File: config.mk
export PLATFORM = sky130hd
export DESIGN_NAME = pkt_tx_builder
export DESIGN_NICKNAME = d
export VERILOG_FILES = /design/src/rtl/pkt_tx_builder_pkg.sv /design/src/rtl/pkt_word_mux.sv /design/src/rtl/pkt_tx_builder.sv
export SDC_FILE = /design/constraint.sdc
export NUM_CORES = 1
export LEC_CHECK = 0
export CAP_MARGIN = 15
export CORE_ASPECT_RATIO = 0.9
export CORE_MARGIN = 2
export CORE_UTILIZATION = 37
export CTS_CLUSTER_SIZE = 10
export DETAILED_ROUTE_END_ITERATION = 7
export DONT_BUFFER_PORTS = 1
export SYNTH_ARGS = -nofsm -noshare
export SYNTH_HDL_FRONTEND = slang
export SYNTH_SLANG_ARGS = --single-unit
File: constraint.sdc
create_clock -name clk -period 4.6 [get_ports clk]
set_input_delay 0.46 -clock clk [delete_from_list [all_inputs] [get_ports clk]]
set_output_delay 0.46 -clock clk [all_outputs]
set_load 0.02 [all_outputs]
File: src/rtl/pkt_tx_builder_pkg.sv
// Shared encodings for the packet transmit builder: packet kinds, word counts,
// broadcast ID and FSM state type.
package pkt_tx_builder_pkg;

   localparam logic [1:0] PKT_HB   = 2'd1;
   localparam logic [1:0] PKT_MR   = 2'd2;
   localparam logic [1:0] PKT_DATA = 2'd3;

   localparam logic [3:0] LEN_HB   = 4'd6;
   localparam logic [3:0] LEN_MR   = 4'd8;
   localparam logic [3:0] LEN_DATA = 4'd9;

   localparam logic [15:0] BCAST_ID = 16'hFFFF;

   typedef enum logic [1:0] {
      S_IDLE,
      S_LOAD,
      S_SEND,
      S_DONE
   } state_t;

   function automatic logic [3:0] pkt_len(input logic [1:0] i_type);
      case (i_type)
         PKT_HB:   pkt_len = LEN_HB;
         PKT_MR:   pkt_len = LEN_MR;
         PKT_DATA: pkt_len = LEN_DATA;
         default:  pkt_len = 4'd0;
      endcase
   endfunction

endpackage

File: src/rtl/pkt_word_mux.sv
// Combinational selection of the outgoing packet word from packet kind and
// word index; word 0 is always the header.
module pkt_word_mux
   import pkt_tx_builder_pkg::*;
#(
   parameter int unsigned WORD_WIDTH = 16
) (
   input  logic [1:0]            i_type,
   input  logic [3:0]            i_idx,
   input  logic [WORD_WIDTH-1:0] i_header,
   input  logic [WORD_WIDTH-1:0] i_node_id,
   input  logic [WORD_WIDTH-1:0] i_hops,
   input  logic [WORD_WIDTH-1:0] i_qvalue,
   input  logic [WORD_WIDTH-1:0] i_energy,
   input  logic [WORD_WIDTH-1:0] i_hops_ch,
   input  logic [WORD_WIDTH-1:0] i_chosen_ch,
   input  logic [WORD_WIDTH-1:0] i_next_hop,
   input  logic [WORD_WIDTH-1:0] i_next_cnt,
   input  logic [WORD_WIDTH-1:0] i_payload,
   output logic [WORD_WIDTH-1:0] o_word
);

   always_comb begin
      o_word = '0;
      case (i_type)
         PKT_HB: begin
            case (i_idx)
               4'd0:    o_word = i_header;
               4'd1:    o_word = WORD_WIDTH'(BCAST_ID);
               4'd2:    o_word = i_node_id;
               4'd3:    o_word = i_hops;
               4'd4:    o_word = i_qvalue;
               4'd5:    o_word = i_energy;
               default: o_word = '0;
            endcase
         end
         PKT_MR: begin
            case (i_idx)
               4'd0:    o_word = i_header;
               4'd1:    o_word = i_chosen_ch;
               4'd2:    o_word = i_node_id;
               4'd3:    o_word = i_hops;
               4'd4:    o_word = i_qvalue;
               4'd5:    o_word = i_energy;
               4'd6:    o_word = i_hops_ch;
               4'd7:    o_word = i_chosen_ch;
               default: o_word = '0;
            endcase
         end
         PKT_DATA: begin
            // DATA carries the next hop's count in place of our own hop count
            case (i_idx)
               4'd0:    o_word = i_header;
               4'd1:    o_word = i_next_hop;
               4'd2:    o_word = i_node_id;
               4'd3:    o_word = i_next_cnt;
               4'd4:    o_word = i_qvalue;
               4'd5:    o_word = i_energy;
               4'd6:    o_word = i_hops_ch;
               4'd7:    o_word = i_chosen_ch;
               4'd8:    o_word = i_payload;
               default: o_word = '0;
            endcase
         end
         default: o_word = '0;
      endcase
   end

endmodule

File: src/rtl/pkt_tx_builder.sv
// Builds HB/MR/DATA packets from snapshotted node fields and streams them to
// the radio over a valid/ready word interface.
module pkt_tx_builder
   import pkt_tx_builder_pkg::*;
#(
   parameter int unsigned WORD_WIDTH = 16,
   parameter int unsigned SEQ_WIDTH  = 8
) (
   input  logic                  clk,
   input  logic                  nrst,
   input  logic                  start,
   input  logic [1:0]            pktType,
   input  logic [WORD_WIDTH-1:0] myNodeID,
   input  logic [WORD_WIDTH-1:0] myHops,
   input  logic [WORD_WIDTH-1:0] myQValue,
   input  logic [WORD_WIDTH-1:0] myEnergy,
   input  logic [WORD_WIDTH-1:0] hopsFromCH,
   input  logic [WORD_WIDTH-1:0] chosenCH,
   input  logic [WORD_WIDTH-1:0] nextHop,
   input  logic [WORD_WIDTH-1:0] nextHopCount,
   input  logic [WORD_WIDTH-1:0] payload,
   input  logic                  abort,
   output logic [WORD_WIDTH-1:0] tx_data,
   output logic                  tx_valid,
   output logic                  tx_last,
   input  logic                  tx_ready,
   output logic                  busy,
   output logic                  done,
   output logic                  err
);

   state_t                r_state;
   state_t                w_state_nxt;
   logic [1:0]            r_type;
   logic [3:0]            r_idx;
   logic [SEQ_WIDTH-1:0]  r_seq;
   logic                  r_err;
   logic [WORD_WIDTH-1:0] r_node_id, r_hops, r_qvalue, r_energy, r_hops_ch;
   logic [WORD_WIDTH-1:0] r_chosen_ch, r_next_hop, r_next_cnt, r_payload;

   logic                  w_snap, w_adv, w_seq_inc, w_err_set;
   logic                  w_reject, w_last;
   logic [3:0]            w_len;
   logic [WORD_WIDTH-1:0] w_header, w_word;

   assign w_len    = pkt_len(r_type);
   assign w_last   = (r_idx == w_len - 4'd1);
   assign w_reject = (r_type == 2'd0) ||
                     ((r_type == PKT_DATA) && (r_next_hop == WORD_WIDTH'(BCAST_ID)));
   assign w_header = WORD_WIDTH'({2'b00, r_type, w_len, 8'(r_seq)});

   pkt_word_mux #(
      .WORD_WIDTH (WORD_WIDTH)
   ) u_word_mux (
      .i_type      (r_type),
      .i_idx       (r_idx),
      .i_header    (w_header),
      .i_node_id   (r_node_id),
      .i_hops      (r_hops),
      .i_qvalue    (r_qvalue),
      .i_energy    (r_energy),
      .i_hops_ch   (r_hops_ch),
      .i_chosen_ch (r_chosen_ch),
      .i_next_hop  (r_next_hop),
      .i_next_cnt  (r_next_cnt),
      .i_payload   (r_payload),
      .o_word      (w_word)
   );

   always_ff @(posedge clk) begin
      if (nrst) begin
         r_state <= S_IDLE;
      end else begin
         r_state <= w_state_nxt;
      end
   end

   // Abort wins over both rejection and a same-cycle handshake
   always_comb begin
      w_state_nxt = r_state;
      w_snap      = 1'b0;
      w_adv       = 1'b0;
      w_seq_inc   = 1'b0;
      w_err_set   = 1'b0;
      case (r_state)
         S_IDLE: begin
            if (start) begin
               w_snap      = 1'b1;
               w_state_nxt = S_LOAD;
            end
         end
         S_LOAD: begin
            if (abort) begin
               w_state_nxt = S_IDLE;
            end else if (w_reject) begin
               w_err_set   = 1'b1;
               w_state_nxt = S_IDLE;
            end else begin
               w_state_nxt = S_SEND;
            end
         end
         S_SEND: begin
            if (abort) begin
               w_state_nxt = S_IDLE;
            end else if (tx_ready) begin
               if (w_last) begin
                  w_state_nxt = S_DONE;
               end else begin
                  w_adv = 1'b1;
               end
            end
         end
         S_DONE: begin
            w_seq_inc   = 1'b1;
            w_state_nxt = S_IDLE;
         end
         default: w_state_nxt = S_IDLE;
      endcase
   end

   always_ff @(posedge clk) begin
      if (nrst) begin
         r_type      <= '0;
         r_idx       <= '0;
         r_seq       <= '0;
         r_err       <= 1'b0;
         r_node_id   <= '0;
         r_hops      <= '0;
         r_qvalue    <= '0;
         r_energy    <= '0;
         r_hops_ch   <= '0;
         r_chosen_ch <= '0;
         r_next_hop  <= '0;
         r_next_cnt  <= '0;
         r_payload   <= '0;
      end else begin
         r_err <= w_err_set;
         if (w_snap) begin
            r_type      <= pktType;
            r_idx       <= '0;
            r_node_id   <= myNodeID;
            r_hops      <= myHops;
            r_qvalue    <= myQValue;
            r_energy    <= myEnergy;
            r_hops_ch   <= hopsFromCH;
            r_chosen_ch <= chosenCH;
            r_next_hop  <= nextHop;
            r_next_cnt  <= nextHopCount;
            r_payload   <= payload;
         end else if (w_adv) begin
            r_idx <= r_idx + 4'd1;
         end
         if (w_seq_inc) begin
            r_seq <= r_seq + 1'b1;
         end
      end
   end

   assign tx_valid = (r_state == S_SEND);
   assign tx_last  = tx_valid && w_last;
   assign tx_data  = tx_valid ? w_word : '0;
   assign busy     = (r_state != S_IDLE);
   assign done     = (r_state == S_DONE);
   assign err      = r_err;

endmodule

# Yosys cells after proc, flatten, opt, wreduce, memory -nomap -nowiden

Index checks and enable logic that the tools add are counted.

Bitwise logic cells: 1
Multiplexer cells: 21
Equality and inequality tests: 19
Reduce and logical (&&, ||, !) cells: 11
Add/sub/neg operators: 3

Operators with widths:

| operator                                                           | number |
|---|---|
| 16-bit one-hot mux with 9 select lines                             | 1 |
| 16-bit one-hot mux with 7 select lines                             | 1 |
| 16-bit one-hot mux with 6 select lines                             | 1 |
| 16-bit one-hot mux with 3 select lines                             | 1 |
| 16-bit == test, second input constant                              | 1 |
| 4-bit by 3-bit == test with 1-bit output, second input constant    | 4 |
| 16-bit 2-to-1 mux                                                  | 1 |
| 2-bit 2-to-1 mux                                                   | 6 |
| 4-bit one-hot mux with 3 select lines                              | 1 |
| 8-bit by 1-bit adder with 8-bit output, second input constant      | 1 |
| 2-bit == test, second input constant                               | 4 |
| 4-bit by 2-bit == test with 1-bit output, second input constant    | 2 |
| 1-bit 2-to-1 mux                                                   | 8 |
| 2-bit one-hot mux with 4 select lines                              | 1 |
| 3-bit by 2-bit != test with 1-bit output, second input constant    | 2 |
| 4-bit by 1-bit adder with 4-bit output, second input constant      | 1 |
| 2-bit by 1-bit == test with 1-bit output, second input constant    | 2 |
| 4-bit by 1-bit == test with 1-bit output, second input constant    | 1 |
| 4-bit == test                                                      | 1 |
| 4-bit == test, second input constant                               | 1 |
| 2-bit logical NOT                                                  | 2 |
| 4-bit logical NOT                                                  | 1 |
| 2-bit OR reduction                                                 | 2 |
| 4-bit by 1-bit subtractor with 4-bit output, second input constant | 1 |
| other kinds (7)                                                    | 8 |

Input bits: 151
Register bits after elaboration: 161
Output and inout port bits: 21

# Logic depth before layout (Yosys ltp)

Gate-level depths: netlist (run 1).

Depth in word-level cells: 8
Mapped depth: 9
Depth with buffers taken out: 7

# Hierarchy

A second synthesis (run 1) with hierarchy kept.

Cell total of the unflattened synthesis: 1049
Area total of the unflattened synthesis: 8079.0 um^2

Modules (own cells, without submodules):

| module         | instances | cells each | area each (um^2) |
|---|---|---|---|
| pkt_tx_builder | 1         | 753        | 6054.6 |
| pkt_word_mux   | 1         | 296        | 2024.4 |

# Least setup slack after synthesis (run 1)

No wires, ideal clock.

Path type: reg2out
Start point: register r_idx[0]
End point: output tx_data[12]
Arrival time: 2.234 ns
Stages on the path, launching flop included: 9
Buffers on the path: 1
Required time: 4.140 ns
Setup slack: 1.906 ns
Cell sequence: dfxtp_1 > inv_1 > ha_1 > buf_2 > or4_4 > a21oi_4 > nor4b_2 > o21a_1 > or4_1

Longest elaborated chain between the ends: 5
Elaborated cells between the ends (all ways): 15
Classes of those cells: eq/ne: 8; mux: 5; reduce/logical: 2

RTL lines:

| what                                                                                                 | RTL line                                                   | RTL |
|---|---|---|
| from (decl)                                                                                          | pkt_tx_builder.sv:35                                       | `logic [3:0] r_idx;` |
| from (signal assigned)                                                                               | pkt_tx_builder.sv:151                                      | `r_idx <= r_idx + 4'd1;` |
| 4-bit by 1-bit == test with 1-bit output or 4-bit by 3-bit == test with 1-bit output (tied branches) | pkt_word_mux.sv:27, pkt_word_mux.sv:38, pkt_word_mux.sv:52 |  |
| 2-bit OR reduction (no source line)                                                                  | -                                                          |  |
| 16-bit one-hot mux with 7 select lines                                                               | pkt_word_mux.sv:38                                         | `case (i_idx)` |
| 16-bit one-hot mux with 3 select lines *                                                             | pkt_word_mux.sv:25                                         | `case (i_type)` |
| 16-bit 2-to-1 mux *                                                                                  | pkt_tx_builder.sv:161                                      | `assign tx_data = tx_valid ? w_word : '0;` |
| to (decl)                                                                                            | pkt_tx_builder.sv:23                                       | `output logic [WORD_WIDTH-1:0] tx_data,` |

Mark *: on every way between the ends. The rest lies on a longest branch, timed or not.

# Final worst setup path (run 1)

Start point: register r_idx[0]
End point: output tx_data[6]

The elaborated chain is that of the path after synthesis.

==> impl_table.tex, run 1 <==
\begin{tabular}{lr}
\hline
Metric & Value \\
\hline
\multicolumn{2}{l}{\textbf{Placed design}} \\
\quad IO buf count & 0 \\
\quad Post-placement cell area & 8190 um2 \\
\quad DP HPWL & 21.2 mm \\
\quad GP Congestion & 0.991 \\
\quad Placed cell count & 1309 \\
\multicolumn{2}{l}{\textbf{Run}} \\
\quad \# Max-Cap Violations & 0 \\
\multicolumn{2}{l}{\textbf{Die}} \\
\quad Count of boundary I/O pins & 172 \\
\quad Die Ht & 144 um \\
\quad Die Width & 160 um \\
\quad Total Die Area & 23000 um2 \\
\quad Standard-cell row count & 51 \\
\quad Std-Cell Core Area & 21500 um2 \\
\quad Initial core utilization & 37.5\% \\
\multicolumn{2}{l}{\textbf{Routing}} \\
\quad Remaining number of nets flagged by the antenna check after routing & 0 \\
\quad Number of detailed-routing iterations run before antenna repair & 5 \\
\quad DRC violation total after the first TritonRoute iteration & 877 \\
\quad Remaining routing DRC violations & 0 \\
\quad Post-Route WL & 29.1 mm \\
\quad Routed wire length per instance & 21.7 um \\
\quad Routed vias & 7842 \\
\quad Vias per cell & 5.86 \\
\multicolumn{2}{l}{\textbf{STA}} \\
\quad Crit path time final & 3870 ps \\
\quad Headroom to the max-slew limit & 35.3\% \\
\quad Actual transition at the worst max-transition pin & 971 ps \\
\quad RSZ-0062 raised after global routing & no \\
\quad Setup Viol. Count Final & 0 \\
\quad Period utilisation layout & 84.1\% \\
\quad Pins over their slew limit & 0 \\
\quad Final count of hold timing violations & 0 \\
\quad Achievable Freq & 0.259 GHz \\
\quad Worst-case clock skew & 9.38 ps \\
\quad Worst hold margin & 105 ps \\
\quad Aggregate negative setup slack & 0 ps \\
\multicolumn{2}{l}{\textbf{Logic synthesis}} \\
\quad Library cell with the highest instance count after synthesis & nand2\_1 \\
\quad Post-synthesis sequential area ratio & 39.9\% \\
\quad Synthesized net count & 1258 \\
\quad Count of warnings emitted by yosys & 0 \\
\quad Cell area after technology mapping & 8070 um2 \\
\quad Share of Yosys cell area claimed by the top area cell type & 39.9\% \\
\quad Most frequent cells after synthesis & 327 x nand2\_1, 192 x a21oi\_1, 161 x dfxtp\_1 \\
\quad Cell types occupying the most area after synthesis & dfxtp\_1 40\%, nand2\_1 15\%, a21oi\_1 12\% \\
\quad Async set or reset register ratio after synthesis & 0\% \\
\quad Unique cell type count in the Yosys netlist & 62 \\
\quad Seq cells post-synth & 161 \\
\quad Number of enable flip-flop cells after synthesis & 0 \\
\quad Syn avg cell area & 7.36 um2 \\
\quad Main flop type after synthesis & dfxtp\_1 \\
\quad Largest area contributor in the netlist & dfxtp\_1 \\
\quad Gate count of the mapped netlist & 1096 \\
\multicolumn{2}{l}{\textbf{Worst setup path}} \\
\quad Required time worst endpoint & 4140 ps \\
\quad CP Launch Type & register \\
\quad WP data arrival & 3410 ps \\
\quad Largest fanout of any net on the critical path & 36 \\
\quad Critical Path Sink Type & primary output \\
\quad Critical path class & register to primary output \\
\multicolumn{2}{l}{\textbf{Clock tree}} \\
\quad Count of cells resized by post-cts repair & 0 \\
\quad CTS tree & done \\
\quad CTS sink cnt & 161 \\
\quad Clock slew seen by the registers of the worst setup and hold paths & 70 ps \\
\quad Deepest level of the CTS H-tree & 4 \\
\quad Total CTS buffers & 17 \\
\quad Maximum count of clock buffers along a single path & 2 \\
\quad Post-CTS setup-driven buffer insertion count & 0 \\
\quad Root Driver & clkbuf\_16 \\
\quad Clock Latency Late Sink & 430 ps \\
\quad CTS hold repair buffers & 0 \\
\multicolumn{2}{l}{\textbf{Cells and area}} \\
\quad Total Nets Final & 1199 \\
\quad Util after Layout & 40.9\% \\
\quad Number of diodes & 0 \\
\quad Final instance count without filler cells & 1339 \\
\quad Layout cell share with drive strength beyond 1 & 5.73\% \\
\quad Synth-to-layout area growth & 8.94\% \\
\quad Final Instance Area & 8790 um2 \\
\multicolumn{2}{l}{\textbf{Power and ir drop}} \\
\quad P\_leak & 3.20 nW \\
\quad Cell area power density & 368 nW/um2 \\
\quad Worst-case vdd ir drop & 209 uV \\
\multicolumn{2}{l}{\textbf{Min path}} \\
\quad Worst Hold Class & input port to register \\
\multicolumn{2}{l}{\textbf{Global route}} \\
\quad Antenna violations before repair & 0 \\
\quad Pin count of the biggest net entering global routing & 162 \\
\quad Total global routing track utilization & 24.7\% \\
\quad First-pass GRT wire length & 42.8 mm \\
\quad Total global routing overflow & 0 \\
\quad Via count of the first global-routing pass & 6998 \\
\multicolumn{2}{l}{\textbf{Outcome}} \\
\quad Result of the run & complete, no violations \\
\hline
\end{tabular}
## worst max-delay path: stages, from the launching register on
cell and delay (ps):
dfxtp_1 450, ha_1 600, buf_4 460, a221oi_1 210, a211oi_1 500, o21ai_0 190
a31oi_1 560
## cell usage in the layout (no fill, tap or decap), types with 8 or more instances in the layout
master and instances:
a22oi_1 18, buf_4 16, nand3_1 29, a221oi_1 8
a31oi_1 16, nand2b_1 8, nand3b_1 15, clkbuf_16 17
a221o_1 9, a21o_1 10, ha_1 11, a22o_1 8
a211oi_1 9, dfxtp_1 159, nand2_1 326, o21ai_0 38
a21oi_1 192, nor2_1 26, inv_1 9
## through the flow
| stage | power (mW) | worst slack, ps |
|---|---|---|
| floorplan | 1.71 | 1910 |
| global placement | 1.78 | 1260 |
| detailed placement | 1.78 | 1270 |
| CTS | 3.25 | 791 |
| global route | 3.35 | 535 |
| finish | 3.23 | 733 |
## where the power goes
group          internal (mW)  switching (mW)
logic                 0.0695           0.132
registers               1.47          0.0793
clock network          0.882           0.597
## layout make-up
cell class / instances / area (um2)
timing repair buffer: 17 / 140
multi-input combinational: 831 / 4420
tap: 291 / 364
fill: 2225 / 12700
inverter: 9 / 33.8
clock inverter: 11 / 155
clock buffer: 19 / 453
sequential: 161 / 3230
## registers in the layout (all words and copies together), names as in the netlist, 8 cells and up
signal and cells:
r_hops 16, r_node_id 16, r_hops_ch 16, r_next_hop 16, r_qvalue 16, r_seq 8
r_energy 16, r_payload 16, r_next_cnt 16, r_chosen_ch 16
## final timing paths
path / startpoint / end / slack (ps) / cells past startpoint
setup / recovery: r_idx[0] / tx_data[6] / 730 / 6
hold / removal: abort / r_state[1] / 110 / 1
setup reg to reg: r_idx[2] / r_idx[1] / 2060 / 6
hold reg to reg: r_payload[12] / r_payload[12] / 450 / 2
## kinds of logic after synthesis
group,after synthesis,share of synthesized area [%]
multiplexers,7,0.899
AO/OA/AOI/OAI,349,26.2
buffers and inverters,104,5.41
XOR/XNOR,11,1.19
AND/OR/NAND/NOR,453,24.6
adder cells (fa/ha/maj),11,1.71
flip-flops,161,39.9
## layer usage
layer / vias to the layer above / GRT usage [%] / part of all wire, %
li1: 3710 / - / -
met1: 3702 / 35.7 / 45
met2: 385 / 34.9 / 41
met3: 45 / 6.60 / 11
met4: 0 / 9.09 / 2.7
met5: - / 0 / 0
No activity file was read; power rests on OpenSTA's default activity.
==> run 2: changes to the inputs <==
Settings changed: ABC_AREA set to 1.
Clock period 4.6 ns to 3.4 ns, I/O delays scaled along.
==> run 2 against run 1 <==
- final cell count rose by 19%
- routed wire length rose by 2.9%
- register-to-register slack got worse by 880 ps
- clock power rose by 37%
- combinational power rose by 130%
- clock skew fell by 3.2 ps
- area after synthesis rose by 3.8%
- die area rose by 3.7%
- critical path type unchanged
- highest routed layer unchanged
- worst setup slack got worse by 550 ps
==> impl_table.tex, run 2 <==
\begin{tabular}{lr}
\hline
Metric & Value \\
\hline
\multicolumn{2}{l}{\textbf{Outcome}} \\
\quad Result of the run & complete, no violations \\
\multicolumn{2}{l}{\textbf{Logic synthesis}} \\
\quad Number of enable flip-flop cells after synthesis & 0 (unchanged) \\
\quad Cell types occupying the most area after synthesis & dfxtp\_1 38\%, nor2\_1 15\%, nand2\_1 11\% \\
\quad Seq cells post-synth & 161 (unchanged) \\
\quad Share of Yosys cell area claimed by the top area cell type & 38.5\% (-1.5 points) \\
\quad Async set or reset register ratio after synthesis & 0\% (unchanged) \\
\quad Synthesized net count & 1484 (+18\%) \\
\quad Most frequent cells after synthesis & 328 x nor2\_1, 250 x nand2\_1, 168 x o21ai\_0 \\
\quad Post-synthesis sequential area ratio & 38.5\% (-1.5 points) \\
\quad Gate count of the mapped netlist & 1322 (+21\%) \\
\quad Cell area after technology mapping & 8380 um2 (+3.8\%) \\
\quad Count of warnings emitted by yosys & 0 (unchanged) \\
\quad Unique cell type count in the Yosys netlist & 27 (-56\%) \\
\quad Library cell with the highest instance count after synthesis & nor2\_1 \\
\quad Syn avg cell area & 6.34 um2 (-14\%) \\
\quad Main flop type after synthesis & dfxtp\_1 \\
\quad Largest area contributor in the netlist & dfxtp\_1 \\
\multicolumn{2}{l}{\textbf{Worst setup path}} \\
\quad Origin of the critical flop-to-flop path & r\_state[0] \\
\quad Critical Path Slowest Stage Cell & dfxtp\_1 \\
\quad Critical Path Sink Type & primary output \\
\quad Capture point of the worst reg-to-reg path & r\_energy[0] \\
\quad Critical path class & register to primary output \\
\quad CP Launch Type & register \\
\quad Largest fanout of any net on the critical path & 25 (-31\%) \\
\quad Worst Path Buf+Inv & 2 (+1) \\
\quad Cell chain of the critical path & inv\_4 > nor2\_4 > nand3\_1 > nand2\_1 > nor2\_1 > nand2\_1 > nand2\_1 > nand3\_1 > nand2\_1 > inv\_1 \\
\quad Reg2reg path depth & 7 (+1) \\
\quad Most frequent cell on the critical path & nand2\_1 \\
\quad Delay-heaviest family, CP & simple AND/OR/NAND/NOR gates \\
\quad R2r setup slk & 1180 ps (-880 ps) \\
\quad WP data arrival & 2880 ps (-530 ps) \\
\quad Required time worst endpoint & 3060 ps (-1080 ps) \\
\quad Largest stage delay, worst path & 730 ps (+130 ps) \\
\multicolumn{2}{l}{\textbf{Cells and area}} \\
\quad Commonest non-fill, non-tap cells in the layout & 328 x nor2\_1, 250 x nand2\_1, 168 x o21ai\_0 \\
\quad Most frequent standard cell in the layout excluding fill and tap cells & nor2\_1 \\
\quad Layout cell share with drive strength beyond 1 & 5.50\% (-0.22 points) \\
\quad Number of diodes & 0 (unchanged) \\
\quad FILL cells & 2454 (+10\%) \\
\quad Final Instance Area & 9170 um2 (+4.2\%) \\
\quad Total Nets Final & 1439 (+20\%) \\
\quad Synth-to-layout area growth & 9.39\% \\
\multicolumn{2}{l}{\textbf{Min path}} \\
\quad HP Start & myHops[12] \\
\quad Hold Path Stages & 2 (+1) \\
\quad Min-Delay Endpoint & r\_hops[12] \\
\quad Worst Hold Class & input port to register \\
\multicolumn{2}{l}{\textbf{Power and ir drop}} \\
\quad Internal power & 3.39 mW (+40\%) \\
\quad P\_leak & 4.43 nW (+39\%) \\
\quad Switching power total & 1.29 mW (+59\%) \\
\quad Switching share of power & 27.5\% (+2.5 points) \\
\quad Cell area power density & 511 nW/um2 (+39\%) \\
\quad Share of total power in the clock network & 43.3\% (-2.5 points) \\
\quad Share of power burned in registers & 46.8\% (-1.2 points) \\
\quad Power share of the combinational group & 9.9\% (+3.7 points) \\
\quad Worst-case vdd ir drop & 268 uV (+28\%) \\
\multicolumn{2}{l}{\textbf{Die}} \\
\quad Initial core utilization & 37.4\% (-0.096 points) \\
\quad Total Die Area & 23900 um2 (+3.7\%) \\
\quad Die Width & 163 um (+1.8\%) \\
\quad Count of boundary I/O pins & 172 (unchanged) \\
\quad Standard-cell row count & 52 (+2.0\%) \\
\quad Die Ht & 147 um (+1.8\%) \\
\quad Std-Cell Core Area & 22400 um2 (+4.1\%) \\
\multicolumn{2}{l}{\textbf{Global route}} \\
\quad Via count of the first global-routing pass & 7968 (+14\%) \\
\quad Pin count of the biggest net entering global routing & 83 (-49\%) \\
\quad Total global routing overflow & 0 (unchanged) \\
\quad Total global routing track utilization & 25.5\% (+0.77 points) \\
\quad Antenna violations before repair & 0 (unchanged) \\
\quad First-pass GRT wire length & 46.3 mm (+8.2\%) \\
\multicolumn{2}{l}{\textbf{Routing}} \\
\quad Remaining routing DRC violations & 0 (unchanged) \\
\quad Routed wire length per instance & 18.9 um (-13\%) \\
\quad DRC violation total after the first TritonRoute iteration & 763 (-13\%) \\
\quad Post-Route WL & 30.0 mm (+2.9\%) \\
\quad Remaining number of nets flagged by the antenna check after routing & 0 (unchanged) \\
\quad Number of detailed-routing iterations run before antenna repair & 5 (unchanged) \\
\quad Vias per cell & 5.34 (-8.8\%) \\
\quad Routed vias & 8476 (+8.1\%) \\
\multicolumn{2}{l}{\textbf{STA}} \\
\quad Aggregate negative setup slack & 0 ps (unchanged) \\
\quad Achievable Freq & 0.311 GHz \\
\quad Worst-case clock skew & 6.15 ps (-3.23 ps) \\
\quad Headroom to the max-slew limit & 54.8\% (+19 points) \\
\quad Period utilisation layout & 94.7\% \\
\quad Actual transition at the worst max-transition pin & 678 ps (-292 ps) \\
\quad Crit path time final & 3220 ps \\
\quad Pins over their slew limit & 0 (unchanged) \\
\quad Setup Viol. Count Final & 0 (unchanged) \\
\quad Final count of hold timing violations & 0 (unchanged) \\
\quad RSZ-0062 raised after global routing & no \\
\multicolumn{2}{l}{\textbf{Clock tree}} \\
\quad Deepest level of the CTS H-tree & 4 (unchanged) \\
\quad Total CTS buffers & 17 (unchanged) \\
\quad Clock Latency Late Sink & 430 ps (about the same) \\
\quad Maximum count of clock buffers along a single path & 2 (unchanged) \\
\quad Clock slew seen by the registers of the worst setup and hold paths & 70 ps (about the same) \\
\quad Count of cells resized by post-cts repair & 0 (unchanged) \\
\quad CTS tree & done \\
\quad CTS sink cnt & 161 (unchanged) \\
\quad Root Driver & clkbuf\_16 \\
\multicolumn{2}{l}{\textbf{Placed design}} \\
\quad GP Congestion & 0.993 (+0.15\%) \\
\quad IO buf count & 0 (unchanged) \\
\quad DP HPWL & 22.4 mm (+6.0\%) \\
\quad Post-placement cell area & 8540 um2 (+4.3\%) \\
\multicolumn{2}{l}{\textbf{Run}} \\
\quad \# Max-Cap Violations & 0 (unchanged) \\
\hline
\end{tabular}
-- run 2: cell families after synthesis --
family                     after synthesis  share of synthesized area [%]
adders and majority gates               11                           1.64
xor gates and xnor gates                 3                          0.314
buffers and inverters                  170                           8.72
AOI/OAI and AO/OA                      216                           12.9
and+or+nand+nor                        761                           37.9
DFF                                    161                           38.5
-- run 2: how the worst max path moves through the flow --
stage                       end  cells after the start  slack (ps)     start
floorplan           tx_data[15]                     12        1400  r_idx[0]
global placement    tx_data[14]                     10         760  r_idx[2]
detailed placement  tx_data[14]                     10         700  r_idx[2]
CTS                 tx_data[14]                     10         240  r_idx[2]
global route         tx_data[5]                     10          60  r_idx[2]
finish              tx_data[14]                     10         180  r_idx[2]
-- run 2: power groups by stage --
stage               registers, mW  logic, mW  clock network (mW)
floorplan                    2.16      0.350                   0
global placement             2.23      0.458                   0
detailed placement           2.23      0.462                   0
CTS                          2.19      0.467                2.05
global route                 2.20      0.535                2.13
finish                       2.19      0.464                2.03
-- run 2: repair_timing --
item,in CTS,in global routing
hold buffers,1,0
buffers inserted,0,0
hold endpoints to repair,3,0
-- run 2: layout make-up --
cell class / instances / area (um2) / area share, %
clock buffer: 20 / 457 / 4.98
inverter: 83 / 318 / 3.47
clock inverter: 12 / 159 / 1.73
timing repair buffer: 23 / 213 / 2.32
sequential: 161 / 3220 / 35.2
tap: 297 / 372 / 4.05
multi-input combinational: 991 / 4430 / 48.3
-- run 2: layer usage --
metal	vias to the layer above	GRT usage, %	wire length [um]
met1	3933	35.6	13500
met5	-	0	0
met4	0	9.12	840
met2	316	40.0	13500
met3	48	3.75	2140
li1	4179	-	-
-- run 2: stage by stage --
step	util (%)	hold WS, ps	power (mW)	worst slack (ps)	instances
after floorplan	-	409	2.51	1400	1322
after global placement	38.2	411	2.68	758	1554
after detailed placement	38.2	414	2.69	700	1554
after CTS	41.0	30.4	4.71	244	1587
after global routing	41.0	32.6	4.87	59.7	1587
final	41.0	35.1	4.68	181	1587
